<file path="src/rtl/cnt_ctrl.sv">
// Run controller for the up-counter datapath: turns the divided clock into
// count-enable pulses and sequences start/pause/stop/terminal count.
module cnt_ctrl #(
    parameter int unsigned WIDTH = 8
) (
    input  logic             cnt_ctrl_fsys,
    input  logic             cnt_ctrl_rst,
    input  logic             cnt_ctrl_tick_in,
    input  logic             cnt_ctrl_start,
    input  logic             cnt_ctrl_stop,
    input  logic             cnt_ctrl_pause,
    input  logic             cnt_ctrl_mode,
    input  logic [WIDTH-1:0] cnt_ctrl_limit,
    output logic [WIDTH-1:0] cnt_ctrl_count,
    output logic             cnt_ctrl_en,
    output logic             cnt_ctrl_clr,
    output logic             cnt_ctrl_wrap,
    output logic             cnt_ctrl_done,
    output logic             cnt_ctrl_busy,
    output logic [1:0]       cnt_ctrl_state
);

    typedef enum logic [1:0] {
        ST_IDLE  = 2'b00,
        ST_RUN   = 2'b01,
        ST_PAUSE = 2'b10,
        ST_DONE  = 2'b11
    } state_t;

    state_t           r_state;
    logic [WIDTH-1:0] r_count;
    logic [WIDTH-1:0] r_limit;
    logic             r_mode;
    logic             r_tick_d;
    logic             r_en;
    logic             r_clr;
    logic             r_wrap;
    logic             r_done;
    logic             r_busy;
    logic             w_rise;

    // tick_d follows tick_in unconditionally, so a level already high on RUN entry never pulses
    assign w_rise = cnt_ctrl_tick_in & ~r_tick_d;

    always_ff @(posedge cnt_ctrl_fsys or posedge cnt_ctrl_rst) begin
        if (cnt_ctrl_rst) begin
            r_state  <= ST_IDLE;
            r_count  <= '0;
            r_limit  <= '0;
            r_mode   <= 1'b0;
            r_tick_d <= 1'b0;
            r_en     <= 1'b0;
            r_clr    <= 1'b0;
            r_wrap   <= 1'b0;
            r_done   <= 1'b0;
            r_busy   <= 1'b0;
        end else begin
            r_tick_d <= cnt_ctrl_tick_in;
            r_en     <= 1'b0;
            r_clr    <= 1'b0;
            r_wrap   <= 1'b0;
            // Priority in every state: stop > start > pause > rise
            if (cnt_ctrl_stop) begin
                r_state <= ST_IDLE;
                r_done  <= 1'b0;
                r_busy  <= 1'b0;
            end else if (cnt_ctrl_start) begin
                r_state <= ST_RUN;
                r_count <= '0;
                r_clr   <= 1'b1;
                r_limit <= cnt_ctrl_limit;
                r_mode  <= cnt_ctrl_mode;
                r_done  <= 1'b0;
                r_busy  <= 1'b1;
            end else begin
                case (r_state)
                    ST_RUN: begin
                        if (cnt_ctrl_pause) begin
                            r_state <= ST_PAUSE;
                        end else if (w_rise) begin
                            if (r_count != r_limit) begin
                                r_count <= r_count + WIDTH'(1);
                                r_en    <= 1'b1;
                            end else if (r_mode) begin
                                r_count <= '0;
                                r_en    <= 1'b1;
                                r_wrap  <= 1'b1;
                            end else begin
                                r_state <= ST_DONE;
                                r_done  <= 1'b1;
                                r_busy  <= 1'b0;
                            end
                        end
                    end
                    ST_PAUSE: begin
                        // A rise coincident with pause release is dropped
                        if (!cnt_ctrl_pause) begin
                            r_state <= ST_RUN;
                        end
                    end
                    default: begin
                    end
                endcase
            end
        end
    end

    assign cnt_ctrl_count = r_count;
    assign cnt_ctrl_en    = r_en;
    assign cnt_ctrl_clr   = r_clr;
    assign cnt_ctrl_wrap  = r_wrap;
    assign cnt_ctrl_done  = r_done;
    assign cnt_ctrl_busy  = r_busy;
    assign cnt_ctrl_state = r_state;

endmodule

</file>
<file path="config.mk">
export PLATFORM = sky130hd
export DESIGN_NAME = cnt_ctrl
export DESIGN_NICKNAME = d
export VERILOG_FILES = /design/src/rtl/cnt_ctrl.sv
export SDC_FILE = /design/constraint.sdc
export NUM_CORES = 1
export LEC_CHECK = 0
export ABC_AREA = 1
export ABC_CLOCK_PERIOD_IN_PS = 1400
export CORE_ASPECT_RATIO = 0.75
export CORE_MARGIN = 8
export CORE_UTILIZATION = 47
export CTS_BUF_LIST = sky130_fd_sc_hd__clkbuf_4
export CTS_CLUSTER_SIZE = 12
export DETAILED_ROUTE_END_ITERATION = 16
export PLACE_DENSITY = 0.75
export RECOVER_POWER = 50
export SYNTH_ARGS = -nofsm -noshare
export SYNTH_HDL_FRONTEND = slang
export SYNTH_SLANG_ARGS = --single-unit
</file>
<file path="constraint.sdc">
create_clock -name cnt_ctrl_fsys -period 1.4 [get_ports cnt_ctrl_fsys]
set_input_delay 0.28 -clock cnt_ctrl_fsys [delete_from_list [all_inputs] [get_ports cnt_ctrl_fsys]]
set_output_delay 0.28 -clock cnt_ctrl_fsys [all_outputs]
set_load 0.005 [all_outputs]
</file>
==> qor.json, run 1 <==
{
  "gr-usage-all-layers": {"value": 0.142},
  "timing.setup.critical_path_class": {"value": "reg -> reg"},
  "worst_slew_margin_rel": {"value": 0.601},
  "run_status": {"value": "finished with violations"},
  "setup_skew": {"value": 4.51, "unit": "ps"},
  "nets": {"value": 256},
  "timing.setup.tns": {"value": -80.4, "unit": "ps"},
  "synth_edf_count": {"value": 0},
  "period_share": {"value": 1.02},
  "netlist.area_leader.share": {"value": 0.454},
  "cts_max_path_buffers": {"value": 2},
  "overflow": {"value": 0},
  "critPathRequiredTime": {"value": 1630, "unit": "ps"},
  "clock_sink_count": {"value": 25},
  "drive_gt1_frac": {"value": 0.241},
  "tritoncts.num_buffers": {"value": 3},
  "leading_cell_types_by_total_area_after_synthesis": {"value": "sky130_fd_sc_hd__dfrtp_1 (45%), sky130_fd_sc_hd__nand2_1 (18%), sky130_fd_sc_hd__inv_1 (6.5%)"},
  "grt_start_max_net_pins": {"value": 26},
  "crit-reg2reg-capture": {"value": "cnt_ctrl_count[0]$_DFFE_PP0P_"},
  "first_pass_drt_iterations": {"value": 4},
  "h_tree_level_count": {"value": 1},
  "final_hold_viol_count": {"value": 0},
  "async_sr_flop_fraction": {"value": 1.00},
  "worstPathArrival": {"value": 1650, "unit": "ps"},
  "io_buffers": {"value": 29},
  "worst_slew_pin_slew": {"value": 598, "unit": "ps"},
  "synth-seq-cells": {"value": 25},
  "wirelength": {"value": 3360, "unit": "um"},
  "achievable-frequency": {"value": 703, "unit": "MHz"},
  "ant_nets": {"value": 0},
  "violations": {"value": "setup timing"},
  "whs_path_depth": {"value": 3},
  "netlist_instances": {"value": 182},
  "yosysWarningCount": {"value": 0},
  "power.static_leakage": {"value": 1.04, "unit": "nW"},
  "timing.rr.start": {"value": "cnt_ctrl_count[6]$_DFFE_PP0P_"},
  "grt_antenna_before_repair": {"value": 0},
  "worst-r2r-setup-slack": {"value": -20, "unit": "ps"},
  "vias_per_cell": {"value": 4.77},
  "rsz_0062_raised_after_global_routing": {"value": "true"},
  "hold_path_class": {"value": "in -> reg"},
  "setup.worst_path.end_class": {"value": "flop"},
  "synth.avg_cell_area": {"value": 7.57, "unit": "um^2"},
  "floorplan.core_area": {"value": 2870, "unit": "um^2"},
  "final-max-slew-violation-count": {"value": 0},
  "path_clk_slew": {"value": 130, "unit": "ps"},
  "worst_hold_startpoint": {"value": "cnt_ctrl_limit[3]"},
  "antenna_cells_inserted": {"value": 0},
  "chipWidth": {"value": 78.5, "unit": "um"},
  "dieArea": {"value": 4940, "unit": "um^2"},
  "io_pins": {"value": 30},
  "die_height": {"value": 62.9, "unit": "um"},
  "r2r_cells": {"value": 9},
  "drcViolationCount": {"value": 0},
  "finish.utilization": {"value": 0.697},
  "power-per-cell-area": {"value": 850, "unit": "nW/um^2"},
  "gp_congestion": {"value": 0.912},
  "post-route-min-period": {"value": 1420, "unit": "ps"},
  "finalSetupViolCount": {"value": 8},
  "setup.worst_path.start_class": {"value": "flop"},
  "biggest_area_consumer_among_synthesized_cells": {"value": "sky130_fd_sc_hd__dfrtp_1"},
  "grt_first_pass_wirelength": {"value": 5750, "unit": "um"},
  "fin_ws": {"value": -22.8, "unit": "ps"},
  "num_vias": {"value": 1311},
  "post_synth_net_total": {"value": 200},
  "combined_area_of_all_synthesized_cells": {"value": 1380, "unit": "um^2"},
  "first_global_vias": {"value": 1274},
  "whs_endpoint": {"value": "r_limit[3]$_DFFE_PP0P_"},
  "initial_core_util": {"value": 0.480},
  "clock_tree.root_cell": {"value": "sky130_fd_sc_hd__clkbuf_4"},
  "max_cap_violations": {"value": 0},
  "cts_tree": {"value": "done"},
  "syn2layout_area_growth": {"value": 45.3, "unit": "%"},
  "wl_per_cell": {"value": 12.2, "unit": "um"},
  "num_rows": {"value": 17},
  "dp.final_hpwl": {"value": 2460, "unit": "um"},
  "synth_seq_area_share": {"value": 0.454},
  "power.ir.vdd_worst": {"value": 0.000592, "unit": "V"},
  "synth_cell_types": {"value": 22},
  "worst_path_max_fanout": {"value": 8},
  "synthFlopType": {"value": "sky130_fd_sc_hd__dfrtp_1"},
  "clock_latency": {"value": 320, "unit": "ps"},
  "detail_route.iter0.violations": {"value": 139}
}
==> logic make-up after synthesis <==
family,count (synthesis),synth area share
AOI/OAI and AO/OA,10,0.0381
and+or+nand+nor,108,0.349
DFF,25,0.454
buffers and inverters,27,0.0745
adders and majority gates,3,0.0273
xor gates and xnor gates,9,0.0572
==> what timing repair did <==
item | 4_1_cts | 5_1_grt
gates resized for setup | 30 | 15
setup endpoints to repair | 23 | 20
gates cloned | 0 | 0
pin swaps | 9 | 0
setup buffers | 11 | 2
hold endpoints to repair | 0 | 0
hold buffers | 0 | 0
==> placed cells by master (no fill, tap or decap), types with 2 or more instances in the layout <==
master,n
sky130_fd_sc_hd__nand3_1,14
sky130_fd_sc_hd__clkdlybuf4s50_1,12
sky130_fd_sc_hd__dfrtp_2,4
sky130_fd_sc_hd__nand2_1,62
sky130_fd_sc_hd__ha_1,2
sky130_fd_sc_hd__dfrtp_1,21
sky130_fd_sc_hd__nor2_1,13
sky130_fd_sc_hd__buf_4,20
sky130_fd_sc_hd__xnor2_2,3
sky130_fd_sc_hd__nand2_4,3
sky130_fd_sc_hd__nand4_1,2
sky130_fd_sc_hd__inv_2,3
sky130_fd_sc_hd__buf_6,3
sky130_fd_sc_hd__inv_1,23
sky130_fd_sc_hd__dlygate4sd2_1,13
sky130_fd_sc_hd__nor2_2,2
sky130_fd_sc_hd__nand2_2,4
sky130_fd_sc_hd__clkbuf_4,4
sky130_fd_sc_hd__dlygate4sd3_1,2
sky130_fd_sc_hd__o21ai_0,6
sky130_fd_sc_hd__xor2_1,5
sky130_fd_sc_hd__nor2_4,3
==> cells in the mapped netlist, types with 3 or more instances <==
cell type / number
sky130_fd_sc_hd__inv_1: 24
sky130_fd_sc_hd__xnor2_1: 4
sky130_fd_sc_hd__xor2_1: 5
sky130_fd_sc_hd__nand3_1: 15
sky130_fd_sc_hd__nand2_1: 65
sky130_fd_sc_hd__dfrtp_1: 25
sky130_fd_sc_hd__nor2_1: 15
sky130_fd_sc_hd__ha_1: 3
sky130_fd_sc_hd__o21ai_0: 6
sky130_fd_sc_hd__nand2_2: 3
sky130_fd_sc_hd__a21oi_1: 3
==> layer usage <==
metal  GRT usage  routed length [um]  share of wire
met5           0                   0              0
met4      0.0346                  44          0.013
met1       0.190                1540           0.46
met2       0.211                1520           0.45
met3      0.0532                 255          0.076
==> where the power goes <==
part | internal (mW) | switching, mW | leakage (nW)
clock | 0.131 | 0.206 | 0.0184
sequential | 0.792 | 0.0637 | 0.320
combinational | 0.239 | 0.270 | 0.701
==> flip-flops by register name, summed over array words and instances, names as in the netlist <==
signal and flops:
r_mode 1, cnt_ctrl_done 1, cnt_ctrl_state 2, r_limit 8, cnt_ctrl_en 1, r_tick_d 1, cnt_ctrl_busy 1, cnt_ctrl_wrap 1
cnt_ctrl_clr 1, cnt_ctrl_count 8
==> area by class of cell <==
type,count,area [um^2]
Clock buffer,4,30.0
Fill cell,219,870
Inverter,26,97.6
Multi-Input combinational cell,130,743
Sequential cell,25,631
Tap cell,38,47.5
Timing Repair Buffer,52,453
==> worst max-delay path, cell delays in order (launching register included) <==
cell,delay (ps)
sky130_fd_sc_hd__dfrtp_1,410
sky130_fd_sc_hd__buf_6,130
sky130_fd_sc_hd__xnor2_2,110
sky130_fd_sc_hd__nand2_1,100
sky130_fd_sc_hd__nor2_4,170
sky130_fd_sc_hd__nand2_4,90
sky130_fd_sc_hd__nand2_4,120
sky130_fd_sc_hd__nor2_1,60
sky130_fd_sc_hd__nand3_1,80
sky130_fd_sc_hd__nand2_1,50
==> per-stage QoR <==
stage / power (mW) / std cells / hold slack [ps] / setup slack (ps) / instance area [um^2]
finish: 1.70 / 275 / 487 / -22.8 / 2000
global route: 1.83 / 275 / 473 / -122 / 2000
CTS: 1.70 / 273 / 303 / -34.9 / 1940
detailed placement: 1.33 / 264 / 486 / -295 / 1830
global placement: 1.31 / 264 / 481 / -193 / 1830
floorplan: 1.11 / 182 / 307 / 65.2 / 1380
==> worst max-delay path by stage <==
stage	start	end	cells after the start
3_5_place_dp	cnt_ctrl_start	cnt_ctrl_count[1]$_DFFE_PP0P_	6
4_1_cts	cnt_ctrl_count[6]$_DFFE_PP0P_	cnt_ctrl_count[6]	2
2_1_floorplan	cnt_ctrl_count[0]$_DFFE_PP0P_	cnt_ctrl_count[6]$_DFFE_PP0P_	8
5_1_grt	cnt_ctrl_count[2]$_DFFE_PP0P_	cnt_ctrl_state[0]$_DFFE_PP0P_	8
6_report	cnt_ctrl_count[6]$_DFFE_PP0P_	cnt_ctrl_count[0]$_DFFE_PP0P_	9
3_3_place_gp	cnt_ctrl_start	r_limit[4]$_DFFE_PP0P_	5
(Power assumes the default switching activity.)
==> run 2: changes to the inputs <==
--- a/config.mk
+++ b/config.mk
@@ -6,14 +6,14 @@
 export NUM_CORES = 1
 export LEC_CHECK = 0
 export ABC_AREA = 1
-export ABC_CLOCK_PERIOD_IN_PS = 1400
+export ABC_CLOCK_PERIOD_IN_PS = 1600
 export CORE_ASPECT_RATIO = 0.75
 export CORE_MARGIN = 8
-export CORE_UTILIZATION = 47
+export CORE_UTILIZATION = 50
 export CTS_BUF_LIST = sky130_fd_sc_hd__clkbuf_4
 export CTS_CLUSTER_SIZE = 12
 export DETAILED_ROUTE_END_ITERATION = 16
-export PLACE_DENSITY = 0.75
+export PLACE_DENSITY = 0.76
 export RECOVER_POWER = 50
 export SYNTH_ARGS = -nofsm -noshare
 export SYNTH_HDL_FRONTEND = slang
==> constraint.sdc (replaced) <==
create_clock -name cnt_ctrl_fsys -period 1.6 [get_ports cnt_ctrl_fsys]
set_input_delay 0.32 -clock cnt_ctrl_fsys [delete_from_list [all_inputs] [get_ports cnt_ctrl_fsys]]
set_output_delay 0.32 -clock cnt_ctrl_fsys [all_outputs]
set_load 0.005 [all_outputs]
==> run 2 against run 1 <==
Compared with the run above:
- the run now ends clean
- sequential power down 15%
- register-to-register slack better by 110 ps
- via count down 2.0%
- sequential cell count unchanged
- total power down 13%
- hold slack better by 35 ps
- cell count down 2.9%
- critical path type is now reg -> out
- first-iteration DRC count down 29%
- setup slack better by 81 ps
==> qor.json, run 2 (synthesized netlist as in run 1, its figures left out) <==
{
  "worstPathArrival": {"value": 1220, "unit": "ps"},
  "fin_ws": {"value": 58.5, "unit": "ps"},
  "post-route-min-period": {"value": 1540, "unit": "ps"},
  "layout_common_cells": {"value": "sky130_fd_sc_hd__nand2_1 (62), sky130_fd_sc_hd__inv_1 (24), sky130_fd_sc_hd__clkdlybuf4s50_1 (23)"},
  "whs_path_depth": {"value": 2},
  "initial_core_util": {"value": 0.525},
  "io_pins": {"value": 30},
  "register_area": {"value": 632, "unit": "um^2"},
  "die_height": {"value": 61.5, "unit": "um"},
  "r2r_cells": {"value": 9},
  "mostFrequentLayoutCell": {"value": "sky130_fd_sc_hd__nand2_1"},
  "power.static_leakage": {"value": 0.975, "unit": "nW"},
  "finish.utilization": {"value": 0.727},
  "cts_tree": {"value": "done"},
  "first_pass_drt_iterations": {"value": 4},
  "power.share.clock": {"value": 0.202},
  "sw_frac_of_total": {"value": 0.314},
  "clock_latency": {"value": 320, "unit": "ps"},
  "drive_gt1_frac": {"value": 0.177},
  "path_delay_family": {"value": "buffers and inverters"},
  "critical_path.n_buffers_inverters": {"value": 1},
  "rsz_0062_raised_after_global_routing": {"value": "true"},
  "final-max-slew-violation-count": {"value": 0},
  "floorplan.core_area": {"value": 2620, "unit": "um^2"},
  "period_share": {"value": 0.963},
  "clock_sink_count": {"value": 25},
  "switching_power_of_the_nets": {"value": 0.464, "unit": "mW"},
  "setup.worst_path.end_class": {"value": "primary output"},
  "antenna_cells_inserted": {"value": 0},
  "finalHoldWorstSlack": {"value": 522, "unit": "ps"},
  "run_status": {"value": "completed"},
  "gp_congestion": {"value": 0.905},
  "dp.final_hpwl": {"value": 2480, "unit": "um"},
  "sequentialPowerShare": {"value": 0.493},
  "cts_max_path_buffers": {"value": 2},
  "crit_chain": {"value": "clkdlybuf4s50_1"},
  "num_rows": {"value": 16},
  "multi_input_comb_area": {"value": 684, "unit": "um^2"},
  "setup_skew": {"value": 5.95, "unit": "ps"},
  "syn2layout_area_growth": {"value": 38.4, "unit": "%"},
  "grt_start_max_net_pins": {"value": 26},
  "worst_slew_pin_slew": {"value": 603, "unit": "ps"},
  "achievable-frequency": {"value": 649, "unit": "MHz"},
  "overflow": {"value": 0},
  "worst_slew_margin_rel": {"value": 0.598},
  "setup.worst_path.start_class": {"value": "flop"},
  "wirelength": {"value": 3380, "unit": "um"},
  "tritoncts.num_buffers": {"value": 3},
  "num_vias": {"value": 1285},
  "detail_route.iter0.violations": {"value": 99},
  "wl_per_cell": {"value": 12.7, "unit": "um"},
  "final_hold_viol_count": {"value": 0},
  "power-per-cell-area": {"value": 776, "unit": "nW/um^2"},
  "max_cap_violations": {"value": 0},
  "share_comb_of_total_power": {"value": 0.305},
  "clock_tree.root_cell": {"value": "sky130_fd_sc_hd__clkbuf_4"},
  "finalSetupViolCount": {"value": 0},
  "crit-reg2reg-capture": {"value": "cnt_ctrl_count[4]$_DFFE_PP0P_"},
  "power.ir.vdd_worst": {"value": 0.000513, "unit": "V"},
  "h_tree_level_count": {"value": 1},
  "gr-usage-all-layers": {"value": 0.148},
  "hold_path_class": {"value": "reg -> reg"},
  "path_clk_slew": {"value": 130, "unit": "ps"},
  "whs_endpoint": {"value": "r_limit[3]$_DFFE_PP0P_"},
  "vias_per_cell": {"value": 4.81},
  "crit_path_start": {"value": "cnt_ctrl_count[0]$_DFFE_PP0P_"},
  "timing.critical_path.slowest_cell_delay": {"value": 500, "unit": "ps"},
  "critPathRequiredTime": {"value": 1280, "unit": "ps"},
  "nets": {"value": 250},
  "ant_nets": {"value": 0},
  "grt_first_pass_wirelength": {"value": 5540, "unit": "um"},
  "worst-r2r-setup-slack": {"value": 90, "unit": "ps"},
  "critical_path.slowest_cell": {"value": "sky130_fd_sc_hd__clkdlybuf4s50_1"},
  "worst_path_max_fanout": {"value": 2},
  "drcViolationCount": {"value": 0},
  "first_global_vias": {"value": 1183},
  "post-place-ws": {"value": -108, "unit": "ps"},
  "dieArea": {"value": 4710, "unit": "um^2"},
  "worst_hold_startpoint": {"value": "r_limit[3]$_DFFE_PP0P_"},
  "final.fill_count": {"value": 204},
  "internal-power": {"value": 1.02, "unit": "mW"},
  "chipWidth": {"value": 76.6, "unit": "um"},
  "timing.setup.critical_path_class": {"value": "reg -> out"},
  "grt_antenna_before_repair": {"value": 0},
  "timing.rr.start": {"value": "cnt_ctrl_count[2]$_DFFE_PP0P_"},
  "io_buffers": {"value": 29}
}
run 2: worst max path at each step:
stage | slack [ps] | depth (start not counted) | to
detailed placement | -110 | 7 | cnt_ctrl_count[2]$_DFFE_PP0P_
floorplan | 270 | 8 | cnt_ctrl_count[6]$_DFFE_PP0P_
global placement | -20 | 7 | cnt_ctrl_count[7]$_DFFE_PP0P_
global route | -40 | 11 | cnt_ctrl_count[7]$_DFFE_PP0P_
CTS | 0.3 | 1 | cnt_ctrl_count[4]
finish | 60 | 1 | cnt_ctrl_count[0]
run 2: stage by stage:
stage	cells	instance area (um^2)	total power [mW]	TNS, ps
final	267	1910	1.48	0
after global routing	267	1910	1.58	-256
after CTS	264	1850	1.46	0
after detailed placement	253	1760	1.13	-777
after global placement	253	1760	1.12	-73.7
after floorplan	182	1380	0.973	0
run 2: final cells by class:
class / count / area share
timing repair buffer: 46 / 0.219
multi-input combinational: 130 / 0.359
sequential: 25 / 0.331
clock buffer: 4 / 0.0157
tap: 36 / 0.0236
inverter: 26 / 0.0512
run 2: metal layers:
layer  global-route usage  part of all wire  vias to the layer above
met5                    0                 0                        -
met1                0.192              0.46                      584
met4               0.0436             0.014                        0
li1                     -                 -                      658
met2                0.235              0.46                       38
met3               0.0437             0.069                        5
run 2: timing repair:
item | 4_1_cts | 5_1_grt
pin swaps | 0 | 1
resized for setup | 6 | 11
hold buffers | 0 | 0
setup endpoints to repair | 8 | 16
cloned | 0 | 0
buffers inserted | 7 | 3
run 2: power by group through the flow:
| stage | clock [mW] | sequential [mW] | combinational, mW |
|---|---|---|---|
| floorplan | 0 | 0.753 | 0.220 |
| global placement | 0 | 0.762 | 0.357 |
| detailed placement | 0 | 0.764 | 0.367 |
| CTS | 0.299 | 0.729 | 0.428 |
| global route | 0.335 | 0.738 | 0.503 |
| finish | 0.299 | 0.730 | 0.451 |
